--- config.mk ---
export PLATFORM = sky130hd
export DESIGN_NAME = sync_param_fifo
export DESIGN_NICKNAME = d
export VERILOG_FILES = /design/src/rtl/sync_param_fifo.sv
export SDC_FILE = /design/constraint.sdc
export NUM_CORES = 1
export LEC_CHECK = 0
export ABC_AREA = 1
export ABC_CLOCK_PERIOD_IN_PS = 3700
export BUFFER_PORTS_ARGS = -buffer_cell sky130_fd_sc_hd__buf_2
export CAP_MARGIN = 0
export CORE_MARGIN = 2
export CORE_UTILIZATION = 25
export DETAILED_ROUTE_END_ITERATION = 8
export HOLD_SLACK_MARGIN = 0.08
export PLACE_DENSITY = 0.44
export SLEW_MARGIN = 20
export SYNTH_ARGS = -nofsm -noshare
export SYNTH_HDL_FRONTEND = slang
export SYNTH_SLANG_ARGS = --single-unit
--- constraint.sdc ---
create_clock -name clk -period 3.7 [get_ports clk]
set_input_delay 0.37 -clock clk [delete_from_list [all_inputs] [get_ports clk]]
set_output_delay 0.37 -clock clk [all_outputs]
set_load 0.05 [all_outputs]
--- src/rtl/sync_param_fifo.sv ---
// sync_param_fifo: single-clock parametrised FIFO on a dual-port RAM array.
//
// Parameters:
//   DATA_W    - data word width in bits
//   ADDR_W    - address width, DEPTH = 2**ADDR_W (ADDR_W >= 2)
//   AFULL_TH  - almost_full when count >= AFULL_TH
//   AEMPTY_TH - almost_empty when count <= AEMPTY_TH
//
// Ports:
//   clk          - single clock, rising edge
//   clr_n        - asynchronous active-low reset
//   we, re       - write / read requests
//   data_in      - write data
//   data_out     - registered read data, valid one cycle after an accepted read
//   full, empty, almost_full, almost_empty - registered status flags
//   count        - occupancy 0..DEPTH
//   overflow     - one-cycle pulse per rejected write
//   underflow    - one-cycle pulse per rejected read
//   parity_err   - bad-parity indication for the word on data_out
//
// Optional feature macro: SYNC_FIFO_PARITY_EN
//   Defined   : each RAM entry carries an even-parity bit, checked on read.
//   Undefined : RAM is DATA_W wide and parity_err is tied to 0.

module sync_param_fifo #(
    parameter int unsigned DATA_W    = 16,
    parameter int unsigned ADDR_W    = 3,
    parameter int unsigned AFULL_TH  = 6,
    parameter int unsigned AEMPTY_TH = 2
) (
    input  logic              clk,
    input  logic              clr_n,
    input  logic              we,
    input  logic              re,
    input  logic [DATA_W-1:0] data_in,
    output logic [DATA_W-1:0] data_out,
    output logic              full,
    output logic              empty,
    output logic              almost_full,
    output logic              almost_empty,
    output logic [ADDR_W:0]   count,
    output logic              overflow,
    output logic              underflow,
    output logic              parity_err
);

    localparam int unsigned DEPTH = 2 ** ADDR_W;
    localparam int unsigned CNT_W = ADDR_W + 1;
`ifdef SYNC_FIFO_PARITY_EN
    localparam int unsigned MEM_W = DATA_W + 1;
`else
    localparam int unsigned MEM_W = DATA_W;
`endif

    logic [MEM_W-1:0] mem [DEPTH];

    logic [CNT_W-1:0] wr_ptr;
    logic [CNT_W-1:0] rd_ptr;
    logic [CNT_W-1:0] next_count;
    logic             wr_ok;
    logic             rd_ok;
    logic [MEM_W-1:0] wr_word;
    logic [MEM_W-1:0] rd_word;

    // Accept decisions use the registered flags; occupancy follows both.
    always_comb begin
        wr_ok      = we & ~full;
        rd_ok      = re & ~empty;
        next_count = count + CNT_W'(wr_ok) - CNT_W'(rd_ok);
    end

    // Stored word: data, plus its even-parity bit in the MSB when enabled.
`ifdef SYNC_FIFO_PARITY_EN
    assign wr_word = {^data_in, data_in};
`else
    assign wr_word = data_in;
`endif

    assign rd_word = mem[rd_ptr[ADDR_W-1:0]];

    // RAM array: no reset; writes are suppressed while reset is held.
    always_ff @(posedge clk) begin
        if (clr_n && wr_ok) begin
            mem[wr_ptr[ADDR_W-1:0]] <= wr_word;
        end
    end

    // Pointers, occupancy, flags and read data.
    always_ff @(posedge clk or negedge clr_n) begin
        if (!clr_n) begin
            wr_ptr       <= '0;
            rd_ptr       <= '0;
            count        <= '0;
            data_out     <= '0;
            full         <= 1'b0;
            empty        <= 1'b1;
            almost_full  <= 1'b0;
            almost_empty <= 1'b1;
            overflow     <= 1'b0;
            underflow    <= 1'b0;
        end else begin
            if (wr_ok) begin
                wr_ptr <= wr_ptr + CNT_W'(1);
            end
            if (rd_ok) begin
                rd_ptr   <= rd_ptr + CNT_W'(1);
                data_out <= rd_word[DATA_W-1:0];
            end
            count        <= next_count;
            // Flags derive from next_count so they always agree with count.
            full         <= (next_count == CNT_W'(DEPTH));
            empty        <= (next_count == '0);
            almost_full  <= (next_count >= CNT_W'(AFULL_TH));
            almost_empty <= (next_count <= CNT_W'(AEMPTY_TH));
            overflow     <= we & full;
            underflow    <= re & empty;
        end
    end

`ifdef SYNC_FIFO_PARITY_EN
    // Parity flag travels with data_out and only lasts for the read cycle.
    always_ff @(posedge clk or negedge clr_n) begin
        if (!clr_n) begin
            parity_err <= 1'b0;
        end else begin
            parity_err <= rd_ok & (^rd_word);
        end
    end
`else
    assign parity_err = 1'b0;
`endif

endmodule
---- Word level (Yosys, flattened, before mapping) ----
Memories as Yosys holds them, arrays and structs flattened. A register that Yosys moved wholly into a read port is not among the register bits.
Cells that the tools add are included.
word-level totals
  logic and storage cells ................. 28
  output and inout bits ................... 27
  bits of input ports ..................... 20
  bits in latches ......................... 0
  memories kept ........................... 1
  register bits after elaboration ......... 18
  bits in read-only memories .............. 0
  memory bits (writable) .................. 128
memories
  memory  depth  width  rd ports  clocked after memory_dff  wr ports  RTL line  source
  mem     8      16     1         1                         1         55        logic [MEM_W-1:0] mem [DEPTH];
operators by class
  shifts and indexed selects .............. 0
  divide/modulo/power cells ............... 0
  multiply operators ...................... 0
  equal/unequal tests ..................... 1
  mux-type cells .......................... 2
  $add $sub $neg .......................... 4
  bitwise gates (word level) .............. 6
  reduce and logical (&&, ||, !) cells .... 3
  $lt $le $gt $ge ......................... 2
operators by type and width
  cell                                                               number
  adder 4 x 1 -> 4 bit, second input constant                        2
  adder 4 x 1 -> 4 bit                                               1
  AND 1 bit                                                          4
  equality test 4 bit, second input constant                         1
  greater-or-equal comparator 4 x 3 -> 1 bit, second input constant  1
  <= comparator 4 x 2 -> 1 bit, second input constant                1
  logical NOT 4 bit                                                  1
  subtractor 4 x 1 -> 4 bit                                          1
  2-to-1 mux 1 bit                                                   2
  inverter 1 bit                                                     2
  logical AND 1 bit                                                  1
  logical NOT 1 bit                                                  1

---- Depth between registers and ports, before layout ----
Gate-level depths: netlist of the first run.
  depth after elaboration ................. 5
  gate-level depth with buffers ........... 12
  depth with buffers taken out ............ 12

---- Worst setup path before layout of the first run ----
Ideal clock, no wire load.
  kind .................................... register -> register
  start ................................... register full
  end ..................................... memory mem[0][0] (netlist name) (enable)
  path buffers ............................ 0
  period minus slack after synthesis ...... 2636 ps
  library setup time ...................... 409 ps
  arrival time ............................ 2227 ps
  stages on the path, launching flop included .. 4
  data required time ...................... 3291 ps
  setup slack ............................. 1064 ps
  cell sequence ........................... dfrtp_1 nor2_1 nand2_1 nor3_1
between the ends
  longest elaborated chain between the ends .. 5
RTL lines
  what                                    RTL line  source
  start: declaration                      37        output logic full,
  start signal: assignment                111       full <= (next_count == CNT_W'(DEPTH));
  inverter 1 bit                          67        wr_ok = we & ~full;
  AND 1 bit                               67
  logical AND 1 bit                       83        if (clr_n && wr_ok) begin
  2-to-1 mux 1 bit                        83
  2-to-1 mux 1 bit (not written as such)  84        mem[wr_ptr[ADDR_W-1:0]] <= wr_word;
  end: declaration                        55
No other way between the ends.

---- Final worst setup path of the first run ----
  start ................................... register full
  end ..................................... register empty
between the ends
  longest elaborated chain between the ends .. 5
RTL lines
  what                       RTL line  source
  inverter 1 bit             67
  AND 1 bit                  67
  adder 4 x 1 -> 4 bit       69        next_count = count + CNT_W'(wr_ok) - CNT_W'(rd_ok);
  subtractor 4 x 1 -> 4 bit  69
  logical NOT 4 bit          112       empty <= (next_count == '0);
  end signal: assignment     112
  end: declaration           38        output logic empty,
No other way between the ends.
A chain may end at the register's enable or synchronous reset.

==> key figures, run 1 <==
Routing
  – Wire per inst: 15.38 microns
  – Pre-Repair DR Iteration Count: 4
  – Vias: 4315
  – Post-route DRC: 0
  – Final WL: 16.15 mm
  – First DRT Iteration DRCs: 310
  – Via-to-Cell Ratio: 4.110
  – Antenna viol nets, final: 0

CTS
  – Clk Latency, worst-skew pair: 0.42 ns
  – CTS tree: done
  – PostCTS Resize Cnt: 0
  – Num CTS Buffers: 17
  – Clk slew on worst S/H paths: 0.06 ns
  – H-Tree Depth: 4
  – Bufs on Longest Clock Path: 2
  – Clock sink count: 160
  – Clock root buffer: clkbuf_16

Global routing
  – GR Overflow Total: 0
  – First-pass GRT wire length: 25.19 mm
  – Initial antenna violation count: 0
  – Pin count of the biggest net entering global routing: 67
  – Total track usage: 11.90%
  – Vias in the first global route: 4195

Logic synthesis
  – Dominant cell type by area after synthesis: edfxtp_1
  – Synth Flop Type: edfxtp_1
  – Most common cell in the netlist: nand2_1
  – Syn_nets: 670
  – Synthesis warning total: 0
  – Syn_area_per_cell: 10.50 sq um
  – Area share of the largest cell type after synthesis: 56.91%
  – Commonest cells post-synth: nand2_1, edfxtp_1, inv_1
  – Cell area after synthesis: 6754 sq um
  – #FFs+latches synth: 160
  – Ranking of synthesized cells by area: edfxtp_1, nand2_1, dfrtp_1, nand3_1, inv_1
  – Sequential area share after synthesis: 68.80%
  – Post-synth cell types: 21
  – Cell count after synthesis: 643
  – EDFF count, synth: 128
  – Async SR Flop Fraction: 20.00%

Hold path
  – Worst hold start: re
  – Worst hold path type: in2reg
  – Worst hold path endpoint: underflow
  – Hold path cells: 3

Floorplan
  – Die H: 168.4 microns
  – Num ports: 47
  – Die W: 168.4 microns
  – Initial Utilization: 25.27%
  – Core Rows: 60
  – Area of the die: 28350 sq um
  – Core Footprint: 26730 sq um

Pwr
  – Leakage power: 3.521 nW
  – Peak VDD IR: 0.2594 mV
  – PD cells: 788.5 nW/um^2
  – Tot Pwr: 6.275 mW

Flow run
  – Max-cap violation count: 0

Worst setup path
  – Worst Setup End Kind: flop
  – Worst R2R Start: full
  – Critical Path Start Type: flop
  – CP Cell Sequence: nor2_1, inv_1, ha_1, inv_1, ha_1, fa_1, xnor2_1, nand2_1, nor2_1
  – Max stage delay on crit path: 0.42 ns
  – Worst Path Buf+Inv: 2
  – CP delay by family, top: adder cells
  – R2R depth: 9
  – Worst path required time: 4.05 ns
  – Worst path slowest cell: nor2_1
  – Reg-to-Reg End: empty
  – Worst setup path category: reg2reg
  – FF-to-FF setup slack: 1.25 ns
  – Worst Path Arrival: 2.79 ns
  – CP Max Fanout: 7

STA
  – Unrepaired setup endpoints after global routing: no
  – Tcrit/Tclk final: 66.11%
  – Final Max Slew Viols: 0
  – Rel. slew slack: 41.68%
  – Slew @ Worst Pin: 0.8739 ns
  – Clock skew: 0.008840 ns
  – Period minus WS final: 2.446 ns
  – Max Freq: 408.8 MHz
  – TNS Setup: 0 ns
  – Final hold violations: 0
  – Setup violations, final: 0

Finish
  – Share of cells above drive strength 1: 14.25%
  – Synth-to-layout area growth: 17.84%
  – Register area: 4648 sq um
  – Multi-input gate area: 1551 sq um
  – Number of diodes: 0
  – NumNets Final: 723
  – Fill cell total of the finished layout: 2766

Outcome
  – Status: completed

Place
  – Placer congestion estimate: 0.7276
  – Port-buffer cells: 45
  – Post-DP HPWL: 9.439 mm
-- report_power, final --
group / internal, mW / switching, mW
clock: 0.978 / 0.694
sequential: 2.23 / 0.131
combinational: 0.592 / 1.65
total: 3.80 / 2.48
-- sequential cells by signal, indices dropped and copies added, names as in the netlist --
signal / count
almost_empty: 1
almost_full: 1
count: 4
data_out: 16
empty: 1
full: 1
mem: 128
overflow: 1
rd_ptr: 3
underflow: 1
wr_ptr: 3
-- metrics by stage --
| step | instance area (sq um) | std cells | hold WS [ns] | setup WS, ns | util (%) |
|---|---|---|---|---|---|
| detailed placement | 7396 | 1017 | 0.4609 | 1.140 | 27.67 |
| global route | 7959 | 1050 | 0.1515 | 0.9962 | 29.78 |
| CTS | 7959 | 1050 | 0.1398 | 1.205 | 29.78 |
| floorplan | 6754 | 643 | 0.07441 | 1.064 | - |
| global placement | 7396 | 1017 | 0.4652 | 1.154 | 27.67 |
| finish | 7959 | 1050 | 0.1572 | 1.254 | 29.78 |
-- worst reg2reg max path, cell delays in order (launching register included) --
cell and delay, ns:
dfrtp_1 0.39, nor2_1 0.42, inv_1 0.10, ha_1 0.29, inv_1 0.04, ha_1 0.20, fa_1 0.38, xnor2_1 0.30
nand2_1 0.13, nor2_1 0.14
-- logic make-up (layout without fill, tap and decap cells) --
group,count (synthesis),count (layout),synth area share (%)
compound gates,4,4,0.2963
xor+xnor,7,7,0.9078
fa+ha+maj,7,7,1.408
buf+inv,142,208,8.707
flops,160,160,68.80
other cells,1,1,0.05552
simple gates,322,322,19.82
-- per-layer routing --
metal	up-vias	wire length (microns)	GRT usage, %
met1	2075	8001	17.01
met3	8	663	2.797
li1	2154	-	-
met4	0	108	2.811
met2	78	7378	18.29
met5	-	0	0
-- cells in the final DEF (no fill, tap or decap), types with 6 or more instances in the layout --
master       n
buf_4       15
dfrtp_1     29
edfxtp_1   128
buf_2       45
nand3_1    100
ha_1         6
clkbuf_16   17
nand2_1    208
inv_1      112
-- how the worst max path moves through the flow --
stage | from | to | slack, ns | cells past startpoint
after floorplan | full | mem[0][0] | 1.06 | 3
after global routing | full | empty | 1.0 | 9
after CTS | full | empty | 1.21 | 9
final | full | empty | 1.25 | 9
after global placement | we | empty | 1.15 | 11
after detailed placement | we | empty | 1.14 | 11
-- repair_timing --
item | CTS | global route
buffers inserted | 0 | 0
hold endpoints to repair | 26 | 0
hold buffers | 1 | 0
-- final cells by class --
| type | instances | area share [%] |
|---|---|---|
| tap | 341 | 5.361 |
| clock inverter | 14 | 1.556 |
| multi-input combinational | 341 | 19.49 |
| inverter | 115 | 5.424 |
| clock buffer | 18 | 5.392 |
| sequential | 160 | 58.40 |
| timing repair buffer | 61 | 4.370 |
No activity file was read; power rests on OpenSTA's default activity.
==> run 2, diff against run 1 <==
--- a/config.mk
+++ b/config.mk
@@ -6,7 +6,7 @@
 export NUM_CORES = 1
 export LEC_CHECK = 0
 export ABC_AREA = 1
-export ABC_CLOCK_PERIOD_IN_PS = 3700
+export ABC_CLOCK_PERIOD_IN_PS = 2400
 export BUFFER_PORTS_ARGS = -buffer_cell sky130_fd_sc_hd__buf_2
 export CAP_MARGIN = 0
 export CORE_MARGIN = 2
==> constraint.sdc (replaced) <==
create_clock -name clk -period 2.4 [get_ports clk]
set_input_delay 0.24 -clock clk [delete_from_list [all_inputs] [get_ports clk]]
set_output_delay 0.24 -clock clk [all_outputs]
set_load 0.05 [all_outputs]
==> key figures, run 2 (synthesis results as in run 1) <==
Worst setup path
  – Reg-to-Reg End: full
  – Worst R2R Start: empty
  – Worst setup path category: in2reg
  – Worst path required time: 2.74 ns
  – Critical Path Start Type: input port
  – Max stage delay on crit path: 0.52 ns
  – Worst Path Arrival: 2.47 ns
  – CP Cell Sequence: dlygate4sd3_1, buf_2, inv_1, nor2_1, inv_1, ha_1, inv_1, ha_1, fa_1, xnor2_1, nand2_1, nor2_1
  – Crit path launch: we
  – R2R depth: 8
  – Worst Setup End Kind: flop
  – CP Max Fanout: 4
  – Cell repeated most along the worst path: inv_1
  – FF-to-FF setup slack: 0.33 ns
  – Worst setup path endpoint: full
  – Worst path slowest cell: dlygate4sd3_1

CTS
  – Clk Latency, worst-skew pair: 0.42 ns
  – Bufs on Longest Clock Path: 2
  – Clock root buffer: clkbuf_16
  – Clk slew on worst S/H paths: 0.07 ns
  – Clock sink count: 160
  – H-Tree Depth: 4
  – Num CTS Buffers: 17
  – CTS tree: done
  – Setup Fix Bufs, Post-CTS: 0

Floorplan
  – Core Footprint: 26730 sq um
  – Die W: 168.4 microns
  – Die H: 168.4 microns
  – Num ports: 47
  – Area of the die: 28350 sq um
  – Core Rows: 60
  – Initial Utilization: 25.27%

Routing
  – Final WL: 16.25 mm
  – Post-route DRC: 0
  – First DRT Iteration DRCs: 270
  – Via-to-Cell Ratio: 4.056
  – Antenna viol nets, final: 0
  – Vias: 4328
  – Wire per inst: 15.22 microns
  – Pre-Repair DR Iteration Count: 6

Outcome
  – Status: completed

Hold path
  – Worst hold path type: in2reg
  – Hold path cells: 1

Pwr
  – Peak VDD IR: 0.4705 mV
  – Tot Pwr: 9.779 mW
  – Clock power share: 26.5%
  – Combinational share of power: 36.4%
  – Internal: 5.887 mW
  – Sw Ratio: 39.80%
  – Switching pwr: 3.892 mW
  – Leakage power: 3.611 nW
  – PD cells: 1201 nW/um^2
  – Seq pwr share: 37.1%

Finish
  – NumNets Final: 740
  – Number of diodes: 0
  – Most frequent cells in the layout: nand2_1, edfxtp_1, inv_1
  – Synth-to-layout area growth: 20.53%
  – Commonest non-fill, non-tap cell in the layout: nand2_1
  – Max reg flops: 128
  – Share of cells above drive strength 1: 15.84%
  – Final std cells w/o fill: 1067

Global routing
  – Initial antenna violation count: 0
  – Pin count of the biggest net entering global routing: 67
  – Vias in the first global route: 4220
  – GR Overflow Total: 0
  – Total track usage: 12.26%
  – First-pass GRT wire length: 25.64 mm

STA
  – Unrepaired setup endpoints after global routing: no
  – Clock skew: 0.008459 ns
  – Final WS setup: 0.2697 ns
  – Tcrit/Tclk final: 88.76%
  – Rel. slew slack: 48.50%
  – Max Freq: 469.4 MHz
  – Final Max Slew Viols: 0
  – Setup violations, final: 0
  – Slew @ Worst Pin: 0.7726 ns
  – Final hold violations: 0
  – Period minus WS final: 2.130 ns

Place
  – Dpl ws: 0.3252 ns
  – # placed instances: 1029
  – Post-DP HPWL: 9.366 mm
  – Port-buffer cells: 45
  – Placer congestion estimate: 0.7270

Flow run
  – Max-cap violation count: 0
run 2: repair_timing:
item	in CTS	in global routing
resized for setup	0	0
hold endpoints to repair	58	0
hold buffers	6	0
endpoints found under the setup margin	0	0
run 2: metrics by stage:
| step | hold WS [ns] | util, % | cell area, sq um | TNS [ns] |
|---|---|---|---|---|
| after global placement | 0.3031 | 28.15 | 7523 | 0 |
| after CTS | 0.08166 | 30.46 | 8140 | 0 |
| after floorplan | -0.05559 | - | 6754 | -15.09 |
| final | 0.09547 | 30.46 | 8140 | 0 |
| after global routing | 0.08988 | 30.46 | 8140 | 0 |
| after detailed placement | 0.3015 | 28.15 | 7523 | 0 |
run 2: how the worst min path moves through the flow:
stage	endpoint	slack, ns	from
6_report	mem[6][3]	0.1	data_in[3]
5_1_grt	mem[6][3]	0.09	data_in[3]
2_1_floorplan	almost_full	-0.06	clr_n
4_1_cts	mem[6][7]	0.08	data_in[7]
3_3_place_gp	data_out[15]	0.30	clr_n
3_5_place_dp	data_out[15]	0.30	clr_n
run 2: power by group through the flow:
stage	clock, mW	sequential (mW)	combinational, mW
floorplan	0	4.33	1.93
global placement	0	3.68	3.62
detailed placement	0	3.69	3.62
CTS	2.65	3.63	3.64
global route	2.78	3.68	4.01
finish	2.60	3.62	3.56
run 2: critical path: cells and delay by family:
kind,cells,cell delay [ns]
XOR/XNOR,1,0.28
buffers and inverters,5,0.76
AND/OR/NAND/NOR,3,0.37
adder cells (fa/ha/maj),3,0.84
run 2: final cells by class:
cell class	count	area (sq um)
Clock buffer	20	446.7
Clock inverter	12	110.1
Fill cell	2766	18590
Inverter	115	431.7
Multi-Input combinational cell	341	1551
Sequential cell	160	4648
Tap cell	341	426.7
Timing Repair Buffer	78	525.5
run 2: metal layers:
metal  global-route usage, %  share of wire [%]  wire length [microns]
met1                   16.57                 47                   7676
met2                   19.63                 48                   7772
met3                   3.197                4.3                    703
met4                   3.148               0.57                     93
met5                       0                  0                      0
==> run 3, diff against run 2 <==
--- a/config.mk
+++ b/config.mk
@@ -5,10 +5,10 @@
 export SDC_FILE = /design/constraint.sdc
 export NUM_CORES = 1
 export LEC_CHECK = 0
-export ABC_AREA = 1
 export ABC_CLOCK_PERIOD_IN_PS = 2400
 export BUFFER_PORTS_ARGS = -buffer_cell sky130_fd_sc_hd__buf_2
 export CAP_MARGIN = 0
+export CORE_ASPECT_RATIO = 1.2
 export CORE_MARGIN = 2
 export CORE_UTILIZATION = 25
 export DETAILED_ROUTE_END_ITERATION = 8
==> key figures, run 3 <==
Outcome
  – Status: completed

Logic synthesis
  – Ranking of synthesized cells by area: edfxtp_1, dfrtp_1, mux2i_1, a22oi_1, nand2_1
  – Post-synth cell types: 34
  – Commonest cells post-synth: edfxtp_1, mux2i_1, nand2_1
  – Syn_area_per_cell: 16.64 sq um
  – #FFs+latches synth: 160
  – Synth Flop Type: edfxtp_1
  – Area share of the largest cell type after synthesis: 61.28%
  – Synthesis warning total: 0
  – EDFF count, synth: 128
  – Cell area after synthesis: 6272 sq um
  – Dominant cell type by area after synthesis: edfxtp_1
  – Syn_nets: 404
  – Cell count after synthesis: 377
  – Sequential area share after synthesis: 74.09%
  – Most common cell in the netlist: edfxtp_1
  – Async SR Flop Fraction: 20.00%

CTS
  – H-Tree Depth: 4
  – Clock sink count: 160
  – Clk Latency, worst-skew pair: 0.43 ns
  – Clock root buffer: clkbuf_16
  – Num CTS Buffers: 17
  – Bufs on Longest Clock Path: 2
  – CTS tree: done
  – Clk slew on worst S/H paths: 0.07 ns

Worst setup path
  – Critical Path Start Type: flop
  – Worst setup path endpoint: full
  – CP Cell Sequence: nand2b_4, inv_6, ha_4, inv_2, ha_4, fa_2, xor2_2, nor4b_1
  – FF-to-FF setup slack: 0.20 ns
  – Worst Setup End Kind: flop
  – CP delay by family, top: adder cells
  – Worst Path Buf+Inv: 2
  – WP depth: 8
  – Worst path required time: 2.72 ns
  – Worst path slowest cell: dfstp_2
  – Worst Path Arrival: 2.52 ns
  – Worst R2R Start: empty
  – Cell repeated most along the worst path: ha_4
  – Max stage delay on crit path: 0.53 ns
  – R2R depth: 8
  – CP Max Fanout: 19
  – Reg-to-Reg End: full
  – Worst setup path category: reg2reg
  – Crit path launch: empty

Routing
  – Via-to-Cell Ratio: 4.202
  – First DRT Iteration DRCs: 188
  – Pre-Repair DR Iteration Count: 4
  – Final WL: 13.88 mm
  – Vias: 3349
  – Post-route DRC: 0
  – Antenna viol nets, final: 0
  – Wire per inst: 17.42 microns

STA
  – Unrepaired setup endpoints after global routing: no
  – Period minus WS final: 2.199 ns
  – Tcrit/Tclk final: 91.63%
  – Max Freq: 454.7 MHz
  – Final WS setup: 0.2008 ns
  – Slew @ Worst Pin: 0.7094 ns
  – Clock skew: 0.01025 ns
  – Rel. slew slack: 52.61%
  – TNS Setup: 0 ns
  – Setup violations, final: 0
  – Final Max Slew Viols: 0
  – Hold Slack: 0.09011 ns
  – Final hold violations: 0

Finish
  – Register area: 4651 sq um
  – Max reg flops: 128
  – Share of cells above drive strength 1: 25.42%
  – Commonest non-fill, non-tap cell in the layout: edfxtp_1
  – Fill cell total of the finished layout: 2407
  – NumNets Final: 486
  – Final std cells w/o fill: 797
  – Most frequent cells in the layout: edfxtp_1, mux2i_1, buf_2
  – Multi-input gate area: 1513 sq um
  – Number of diodes: 0
  – Synth-to-layout area growth: 22.86%

Global routing
  – First-pass GRT wire length: 21.05 mm
  – Initial antenna violation count: 0
  – GR Overflow Total: 0
  – Vias in the first global route: 3539
  – Total track usage: 11.07%
  – Pin count of the biggest net entering global routing: 27

Floorplan
  – Core Footprint: 24670 sq um
  – Area of the die: 26380 sq um
  – Initial Utilization: 25.42%
  – Die H: 177.5 microns
  – Die W: 148.6 microns
  – Num ports: 47
  – Core Rows: 63

Pwr
  – Sw Ratio: 36.80%
  – Combinational share of power: 33.3%
  – Internal: 6.039 mW
  – Seq pwr share: 39.2%
  – PD cells: 1240 nW/um^2
  – Peak VDD IR: 0.4422 mV
  – Leakage power: 2.948 nW
  – Switching pwr: 3.517 mW
  – Tot Pwr: 9.556 mW
  – Clock power share: 27.6%

Place
  – Dpl ws: 0.1957 ns
  – Post-DP HPWL: 8.558 mm
  – # placed instances: 754
  – Port-buffer cells: 45
  – Placer congestion estimate: 0.6958

Flow run
  – Max-cap violation count: 0

Hold path
  – Worst hold path type: in2reg
-- run 3: layout make-up --
type	instances	area share, %
timing repair buffer	81	6.949
tap	325	5.277
inverter	6	0.3572
clock buffer	17	5.520
multi-input combinational	193	19.63
clock inverter	15	1.916
sequential	160	60.35
-- run 3: cell families after synthesis --
group                      share of synthesized area [%]
and+or+nand+nor                                    5.566
AOI/OAI and AO/OA                                  4.329
xor gates and xnor gates                           1.097
muxes                                              10.39
DFF                                                74.09
buffers and inverters                              2.952
adders and majority gates                          1.516
other                                            0.05979
-- run 3: worst min-delay path by stage --
stage	cells past startpoint	slack, ns	from	to
2_1_floorplan	0	-0.06	clr_n	almost_full
3_3_place_gp	2	0.35	clr_n	rd_ptr[0]
3_5_place_dp	2	0.37	clr_n	rd_ptr[0]
4_1_cts	1	0.08	data_in[11]	mem[1][11]
5_1_grt	1	0.09	data_in[11]	mem[1][11]
6_report	1	0.09	data_in[3]	mem[5][3]
-- run 3: worst register-to-register path: stages, from the launching register on --
cell and delay [ns]:
dfstp_2 0.53, nand2b_4 0.14, inv_6 0.10, ha_4 0.28
inv_2 0.04, ha_4 0.15, fa_2 0.37, xor2_2 0.18
nor4b_1 0.31
-- run 3: what timing repair did --
item | 4_1_cts | 5_1_grt
gates resized for setup | 0 | 0
hold buffers | 11 | 0
buffers inserted | 0 | 0
hold endpoints to repair | 82 | 0
-- run 3: layer usage --
metal | vias up | track usage [%] | wire length, microns
li1 | 1591 | - | -
met1 | 1692 | 13.33 | 6219
met2 | 48 | 19.06 | 7098
met3 | 18 | 2.725 | 336
met4 | 0 | 4.365 | 227
met5 | - | 0 | 0
-- run 3: power by group through the flow --
stage               sequential [mW]  clock, mW  combinational [mW]
finish                         3.74       2.63                3.18
global route                   3.81       2.82                3.44
CTS                            3.76       2.71                3.24
global placement               3.80          0                3.17
detailed placement             3.81          0                3.22
floorplan                      4.36          0                1.87
-- run 3: through the flow --
step	instance area [sq um]	util, %
after floorplan	6347	-
after global placement	7023	28.46
after detailed placement	7023	28.46
after CTS	7706	31.23
after global routing	7706	31.23
final	7706	31.23
